### src/rtl/lat_comp_pkg.sv
// Shared constants and helpers for the latency-compensation FIFO.
package lat_comp_pkg;

    localparam int DATA_WIDTH_DEF   = 16;
    localparam int PIPE_LATENCY_MIN = 1;
    localparam int PIPE_LATENCY_MAX = 16;

    // Bits needed to hold a count of 0..depth inclusive.
    function automatic int cnt_width(input int depth);
        return $clog2(depth + 1);
    endfunction

endpackage

### src/rtl/lat_comp_fifo_mem.sv
// Storage array for lat_comp_fifo: one synchronous write port, one asynchronous read port.
module lat_comp_fifo_mem
    import lat_comp_pkg::*;
#(
    parameter int DATA_WIDTH = DATA_WIDTH_DEF,
    parameter int DEPTH      = 4,
    parameter int PTR_W      = 2
) (
    input  logic                  clk,
    input  logic                  wr_en,
    input  logic [PTR_W-1:0]      wr_addr,
    input  logic [DATA_WIDTH-1:0] wr_data,
    input  logic [PTR_W-1:0]      rd_addr,
    output logic [DATA_WIDTH-1:0] rd_data
);

    logic [DATA_WIDTH-1:0] mem [DEPTH];

    always_ff @(posedge clk) begin
        if (wr_en) begin
            mem[wr_addr] <= wr_data;
        end
    end

    assign rd_data = mem[rd_addr];

endmodule

### src/rtl/lat_comp_fifo.sv
// Credit-based skid FIFO behind a fixed-latency, non-stallable pipeline.
// Optional sticky overflow flag ovf_err when LAT_COMP_FIFO_OVF_EN is defined.
module lat_comp_fifo
    import lat_comp_pkg::*;
#(
    parameter int DATA_WIDTH   = DATA_WIDTH_DEF,
    parameter int PIPE_LATENCY = 3
) (
    input  logic                  clk,
    input  logic                  reset,
    input  logic                  issue_fire,
    output logic                  issue_ok,
    input  logic                  in_valid,
    input  logic [DATA_WIDTH-1:0] in_data,
    output logic                  out_valid,
    output logic [DATA_WIDTH-1:0] out_data,
    input  logic                  out_ready
`ifdef LAT_COMP_FIFO_OVF_EN
    ,
    output logic                  ovf_err
`endif
);

    localparam int DEPTH = PIPE_LATENCY + 1;
    localparam int CNT_W = cnt_width(DEPTH);
    localparam int PTR_W = $clog2(DEPTH);

    localparam logic [CNT_W-1:0] DEPTH_C = CNT_W'(DEPTH);
    localparam logic [PTR_W-1:0] LAST_C  = PTR_W'(DEPTH - 1);

    if (PIPE_LATENCY < PIPE_LATENCY_MIN || PIPE_LATENCY > PIPE_LATENCY_MAX) begin : g_bad_latency
        $error("lat_comp_fifo: PIPE_LATENCY out of range");
    end

    logic [CNT_W-1:0] occ;
    logic [CNT_W-1:0] infl;
    logic [PTR_W-1:0] rd_ptr;
    logic [PTR_W-1:0] wr_ptr;
    logic [CNT_W:0]   credit_used;
    logic             issue_acc;
    logic             xfer;
    logic             wr_en;
    logic             drop;

    // Handshakes: an output transfer happens on a cycle where out_valid && out_ready;
    // out_valid never depends on out_ready. The input side has no backpressure, so
    // upstream must only launch (issue_fire) while issue_ok, which reserves a slot
    // for every item in flight so a legal stream never overflows.
    assign credit_used = {1'b0, occ} + {1'b0, infl};
    assign issue_ok    = credit_used < {1'b0, DEPTH_C};
    assign issue_acc   = issue_fire && issue_ok;
    assign out_valid   = (occ != '0);
    assign xfer        = out_valid && out_ready;
    assign wr_en       = in_valid && ((occ != DEPTH_C) || xfer);
    assign drop        = in_valid && !wr_en;

    function automatic logic [PTR_W-1:0] ptr_inc(input logic [PTR_W-1:0] p);
        return (p == LAST_C) ? '0 : p + PTR_W'(1);
    endfunction

    always_ff @(posedge clk or posedge reset) begin
        if (reset) begin
            occ    <= '0;
            infl   <= '0;
            rd_ptr <= '0;
            wr_ptr <= '0;
        end else begin
            // An arrival with nothing in flight is not counted down, so infl cannot wrap.
            if (issue_acc && !in_valid) begin
                infl <= infl + CNT_W'(1);
            end else if (!issue_acc && in_valid && (infl != '0)) begin
                infl <= infl - CNT_W'(1);
            end

            if (wr_en && !xfer) begin
                occ <= occ + CNT_W'(1);
            end else if (xfer && !wr_en) begin
                occ <= occ - CNT_W'(1);
            end

            if (wr_en) begin
                wr_ptr <= ptr_inc(wr_ptr);
            end
            if (xfer) begin
                rd_ptr <= ptr_inc(rd_ptr);
            end
        end
    end

`ifdef LAT_COMP_FIFO_OVF_EN
    always_ff @(posedge clk or posedge reset) begin
        if (reset) begin
            ovf_err <= 1'b0;
        end else if (drop || (issue_fire && !issue_ok)) begin
            ovf_err <= 1'b1;
        end
    end
`else
    logic unused_drop;
    assign unused_drop = drop;
`endif

    lat_comp_fifo_mem #(
        .DATA_WIDTH (DATA_WIDTH),
        .DEPTH      (DEPTH),
        .PTR_W      (PTR_W)
    ) u_mem (
        .clk     (clk),
        .wr_en   (wr_en),
        .wr_addr (wr_ptr),
        .wr_data (in_data),
        .rd_addr (rd_ptr),
        .rd_data (out_data)
    );

endmodule

### config.mk
export PLATFORM = sky130hd
export DESIGN_NAME = lat_comp_fifo
export DESIGN_NICKNAME = d
export VERILOG_FILES = /design/src/rtl/lat_comp_pkg.sv /design/src/rtl/lat_comp_fifo_mem.sv /design/src/rtl/lat_comp_fifo.sv
export SDC_FILE = /design/constraint.sdc
export NUM_CORES = 1
export LEC_CHECK = 0
export CORE_MARGIN = 3
export CORE_UTILIZATION = 58
export CTS_CLUSTER_DIAMETER = 30
export CTS_CLUSTER_SIZE = 10
export DETAILED_ROUTE_END_ITERATION = 6
export GPL_ROUTABILITY_DRIVEN = 0
export GPL_TIMING_DRIVEN = 0
export PLACE_DENSITY = 0.83
export SYNTH_ARGS = -nofsm -noshare
export SYNTH_HDL_FRONTEND = slang
export SYNTH_SLANG_ARGS = --single-unit
### constraint.sdc
create_clock -name clk -period 5 [get_ports clk]
set_input_delay 1 -clock clk [delete_from_list [all_inputs] [get_ports clk]]
set_output_delay 1 -clock clk [all_outputs]
set_load 0.02 [all_outputs]
### Word-level counts from Yosys, hierarchy flattened

Memories as Yosys holds them, arrays and structs flattened.
Index checks and enable logic that the tools add are counted.

* register bits after elaboration: 10
* RAM bits: 64
* bits of input ports: 21
* word-level logic and storage cells: 41
* memories: 1

Memory list
* u_mem.mem: words 4, width 16, rd ports 1, clocked after memory_dff 0, wr ports 1, line lat_comp_fifo_mem.sv:17 `logic [DATA_WIDTH-1:0] mem [DEPTH];`

* add/sub/neg operators: 7
* order comparisons: 1
* equal/unequal tests: 3
* muxes and demuxes: 8
* reduce and logical (&&, ||, !) cells: 17

Operators by type and width (number)
* two-way mux 3 bit: 4
* logical AND 1 bit: 8
* adder 3 x 1 -> 3 bit, second input constant: 2
* nonzero test 3 bit: 2
* subtractor 3 x 1 -> 3 bit, second input constant: 2
* adder 2 x 1 -> 2 bit, second input constant: 2
* adder 3 x 3 -> 4 bit: 1
* == test 2 bit, second input constant: 2
* zero test 1 bit: 4
* < comparator 4 x 3 -> 1 bit, second input constant: 1
* two-way mux 2 bit: 2
* nonzero test 2 bit: 2
* inequality test 3 bit, second input constant: 1
* two-way mux 1 bit: 2
* logical OR 1 bit: 1

### Logic depth before layout (Yosys ltp)

* depth in word-level cells: 8
* mapped depth: 8
* depth with buffers taken out: 8

### Modules after synthesis

A second synthesis with hierarchy kept.

* cell total of the unflattened synthesis: 137
* area total of the unflattened synthesis: 2991.6 um2

Modules (own cells, without submodules)
* lat_comp_fifo_mem: times used 1, cells each 88, area each 2377.3 um2, sequential area each 1921.8 um2
* lat_comp_fifo: times used 1, cells each 49, area each 614.3 um2, sequential area each 250.2 um2

### Least setup slack after synthesis

No wires, ideal clock.

* path type: input -> register
* from: in out_ready
* to: reg occ[1]
* setup time: 125 ps
* arrival: 2319 ps
* path slack: 2556 ps
* stages: 5
* path buffers: 0
* cells stage by stage: o41a_1 ha_1 inv_1 fa_1 mux2_2

* word-level cells in the longest chain between the ends: 6
* elaborated cells between the ends (all ways): 9
* classes of those cells: mux (1); reduce/logical (8)

Ends and longest elaborated chain
* from (decl): line lat_comp_fifo.sv:17 `input logic out_ready`
* logical AND 1 bit *: line lat_comp_fifo.sv:53 `assign xfer = out_valid && out_ready;`
* logical OR 1 bit: line lat_comp_fifo.sv:54 `assign wr_en = in_valid && ((occ != DEPTH_C) || xfer);`
* logical AND 1 bit: line lat_comp_fifo.sv:54
* zero test 1 bit: line lat_comp_fifo.sv:77 `end else if (xfer && !wr_en) begin`
* logical AND 1 bit: line lat_comp_fifo.sv:77
* nonzero test 2 bit (no line)
* to (signal assigned): line lat_comp_fifo.sv:76 `occ <= occ + CNT_W'(1);`
* to (signal assigned): line lat_comp_fifo.sv:78 `occ <= occ - CNT_W'(1);`
* to (decl): line lat_comp_fifo.sv:35 `logic [CNT_W-1:0] occ;`

Every way passes the cells marked *; elsewhere a longest branch is shown, timed or not.
A chain may end at the register's enable or synchronous reset.

### Worst setup path after layout

* from: reg rd_ptr[0]
* to: out out_data[7]

* word-level cells in the longest chain between the ends: 1

Ends and longest elaborated chain
* from (decl): line lat_comp_fifo.sv:37 `logic [PTR_W-1:0] rd_ptr;`
* from (signal assigned): line lat_comp_fifo.sv:85 `rd_ptr <= ptr_inc(rd_ptr);`
* memory read (4 x 16 bit)
* to (decl): line lat_comp_fifo.sv:16 `output logic [DATA_WIDTH-1:0] out_data,`

Every way passes these cells.

==> flow_summary_export.csv <==
group,metric,value,unit
worst_setup_path,cp.required,4000,ps
logic_synthesis,syn_area,2977,um^2
cts,clock_latency,330,ps
worst_setup_path,reg2regPathDepth,8,
power_and_ir_drop,internal-power,1542,uW
sta,maxClockFrequency,310.9,MHz
worst_setup_path,critPathLaunchType,"register",
global_routing,antenna_found_initial,0,
sta,setup_tns,0,ps
sta,slew_headroom,44.55,%
worst_setup_path,crit_cells,4,
logic_synthesis,synthMostInstantiatedCell,"edfxtp_1",
logic_synthesis,yosys_warnings,0,
drt,drc_errors,0,
worst_setup_path,cpPeakStageDelay,560,ps
logic_synthesis,syn_area_per_cell,20.82,um^2
logic_synthesis,synth.top_cell.area_share,64.56,%
global_routing,grt-ovfl-total,0,
die,core,4848,um^2
global_routing,grt_use_met1,24.13,%
finish,diodes,0,
sta,clock_skew,3.580,ps
die,die_area,6028,um^2
cts,worst_setup_hold_path_clk_slew,70,ps
sta,finalHoldViolCount,0,
power_and_ir_drop,ir_worst_vdd,0.4528,mV
power_and_ir_drop,p_per_area,617.4,nW/um^2
global_routing,grt_first_pass_wirelength,8452,um
placed_design,placedCellCount,248,
finish,regArea,2172,um^2
cts,post_cts_buffers,0,
global_routing,busiest_layer,"met2",
drt,vias,1468,
die,fp.dieW,77.64,um
finish,n_fill_cell,270,
run_status,status,"complete, no violations",
cts,cts.hold.buffers_added,0,
global_routing,grtUsageMet3,4.756,%
cts,cts_resized,0,
logic_synthesis,async_flop_share,13.51,%
global_routing,grt_pass1_vias,1640,
finish,final_cells,264,
power_and_ir_drop,pwr-share-comb,38.7,%
finish,final_nets,223,
power_and_ir_drop,p_leak,0.001299,uW
drt,detail_route.wl_per_cell,19.03,um
worst_setup_path,crit_type,"register to output port",
global_routing,grt_max_degree,17,
worst_setup_path,reg2reg_slack,2720,ps
die,die_h,77.64,um
logic_synthesis,synth_nets,174,
worst_setup_path,cp_max_fo,10,
worst_setup_path,endpoint_kind,"output port",
die,num_rows,25,
logic_synthesis,synthTopCellsByArea,"edfxtp_1, mux4_2, dfrtp_1",
global_routing,met2_usage,31.93,%
worst_setup_path,rr_endpoint,"infl[2]",
power_and_ir_drop,power,2253,uW
hold_path,hp-start,"infl[2]",
cts,clockBufferDepth,2,
sta,final_max_slew_viol_count,0,
logic_synthesis,yosysTopAreaCell,"edfxtp_1",
die,initial_utilization,61.39,%
sta,fin_crit,3217,ps
global_routing,track_usage,19.06,%
sta,tightest_slew,831.7,ps
worst_setup_path,path_buf_inv,3,
logic_synthesis,yosys_most_used_dff,"edfxtp_1",
hold_path,hold_class,"register to register",
logic_synthesis,yosysSeqAreaShare,72.97,%
drt,drt_iter0_drc,142,
drt,first_pass_iters,4,
finish,area_delta_synth_final,22.61,%
run,max_cap_viol_count,0,
hold_path,min_to,"infl[2]",
drt,detail-route-antenna-nets,0,
sta,rsz0062_at_grt,"no",
finish,final_util,75.28,%
die,io_pins,39,
power_and_ir_drop,switchingPower,711.6,uW
cts,numCtsBuffers,9,
cts,cts_tree,"yes",
worst_setup_path,crit_chain,"buf_4 > buf_6 > mux4_2 > clkdlybuf4s50_1",
logic_synthesis,synth_commonest_cells,"edfxtp_1, mux4_2, dfrtp_1, ha_1, inv_1",
cts,cts_sinks,74,
drt,wl,5024,um
finish,multiInputGateArea,757.0,um^2
worst_setup_path,r2r_start,"occ[1]",
power_and_ir_drop,pwr-share-clk,21.7,%
logic_synthesis,synthCells,143,
placed_design,hpwl,3350,um
logic_synthesis,ys_ff_latch,74,
cts,htreeDepth,3,
sta,setup_violations,0,
worst_setup_path,critPathSlowestCell,"clkdlybuf4s50_1",
power_and_ir_drop,swShare,31.58,%
sta,hold_ws,515.3,ps
finish,layout-drive-gt1-share,20.30,%
cts,cts-root-buf,"clkbuf_8",
placed_design,portBuffers,38,
drt,via_per_inst,5.561,
hold_path,hold_depth,1,
worst_setup_path,cp_top_family,"buffers and inverters",
logic_synthesis,synth_cell_types,30,
power_and_ir_drop,seq_power_share,39.6,%
sta,post-route-period-util,64.33,%
logic_synthesis,synth_edf_count,64,
worst_setup_path,worstPathArrival,2220,ps
[metal layers]
| metal | vias up | share of wire [%] |
|---|---|---|
| li1 | 661 | - |
| met1 | 750 | 42 |
| met2 | 43 | 54 |
| met3 | 14 | 2.8 |
| met4 | 0 | 2.0 |
| met5 | - | 0 |
[power by group through the flow]
stage	registers, uW	clock network, uW	logic [uW]
2_1_floorplan	882	0	574
4_1_cts	892	494	889
3_3_place_gp	891	0	847
5_1_grt	908	520	943
6_report	892	488	873
3_5_place_dp	905	0	882
[per-stage QoR]
stage          area [um^2]  setup WS [ps]
5_1_grt               3650           1663
6_report              3650           1783
2_1_floorplan         2977           2556
3_5_place_dp          3441           1859
4_1_cts               3650           1735
3_3_place_gp          3441           1980
[layout by cell type, fill, tap and decap left out, types with 2 or more instances in the layout]
cell and instances:
edfxtp_1 64, clkdlybuf4s50_1 38, mux4_2 16, dfrtp_1 10
clkbuf_8 9, ha_1 8, inv_1 5, and2_1 4
nor2_1 3, nand2_1 3, xnor2_1 3, o21ai_0 2
mux2i_1 2, xor2_1 2, mux2_2 2, buf_2 2
fa_1 2, clkinv_2 2, bufinv_16 2
[cell families after synthesis]
| family | after synthesis | share of synthesized area [%] |
|---|---|---|
| adders and majority gates | 10 | 4.708 |
| DFF | 74 | 72.97 |
| xor gates and xnor gates | 5 | 1.471 |
| and+or+nand+nor | 19 | 4.162 |
| muxes | 20 | 13.54 |
| AOI/OAI and AO/OA | 6 | 1.555 |
| buffers and inverters | 9 | 1.597 |
[worst max-delay path by stage]
stage | end | slack, ps | start
finish | out_data[7] | 1780 | rd_ptr[0]
floorplan | occ[1] | 2560 | out_ready
global route | out_data[10] | 1660 | rd_ptr[0]
detailed placement | occ[2] | 1860 | in_valid
CTS | out_data[7] | 1730 | rd_ptr[0]
global placement | u_mem.mem[0][3] | 1980 | in_valid
[area by class of cell]
cell class	count	share of cell area, %
Multi-Input combinational cell	60	20.74
Timing Repair Buffer	38	10.42
Buffer	4	0.7885
Clock inverter	6	2.228
Tap cell	67	2.297
Inverter	5	0.5142
Clock buffer	10	3.497
Sequential cell	74	59.51
[flip-flops by register name, summed over array words and instances, names as in the netlist]
| name | cells |
|---|---|
| u_mem.mem | 64 |
| wr_ptr | 2 |
| infl | 3 |
| occ | 3 |
| rd_ptr | 2 |
[worst register-to-register path, cell delays in order (launching register included)]
cell      delay, ps
dfrtp_1         440
ha_1            310
and3_1          190
nand3b_4        180
or2_4           260
fa_1            380
nor2b_1         150
mux2i_1         170
xnor2_1         140
No activity file was read; power rests on OpenSTA's default activity.
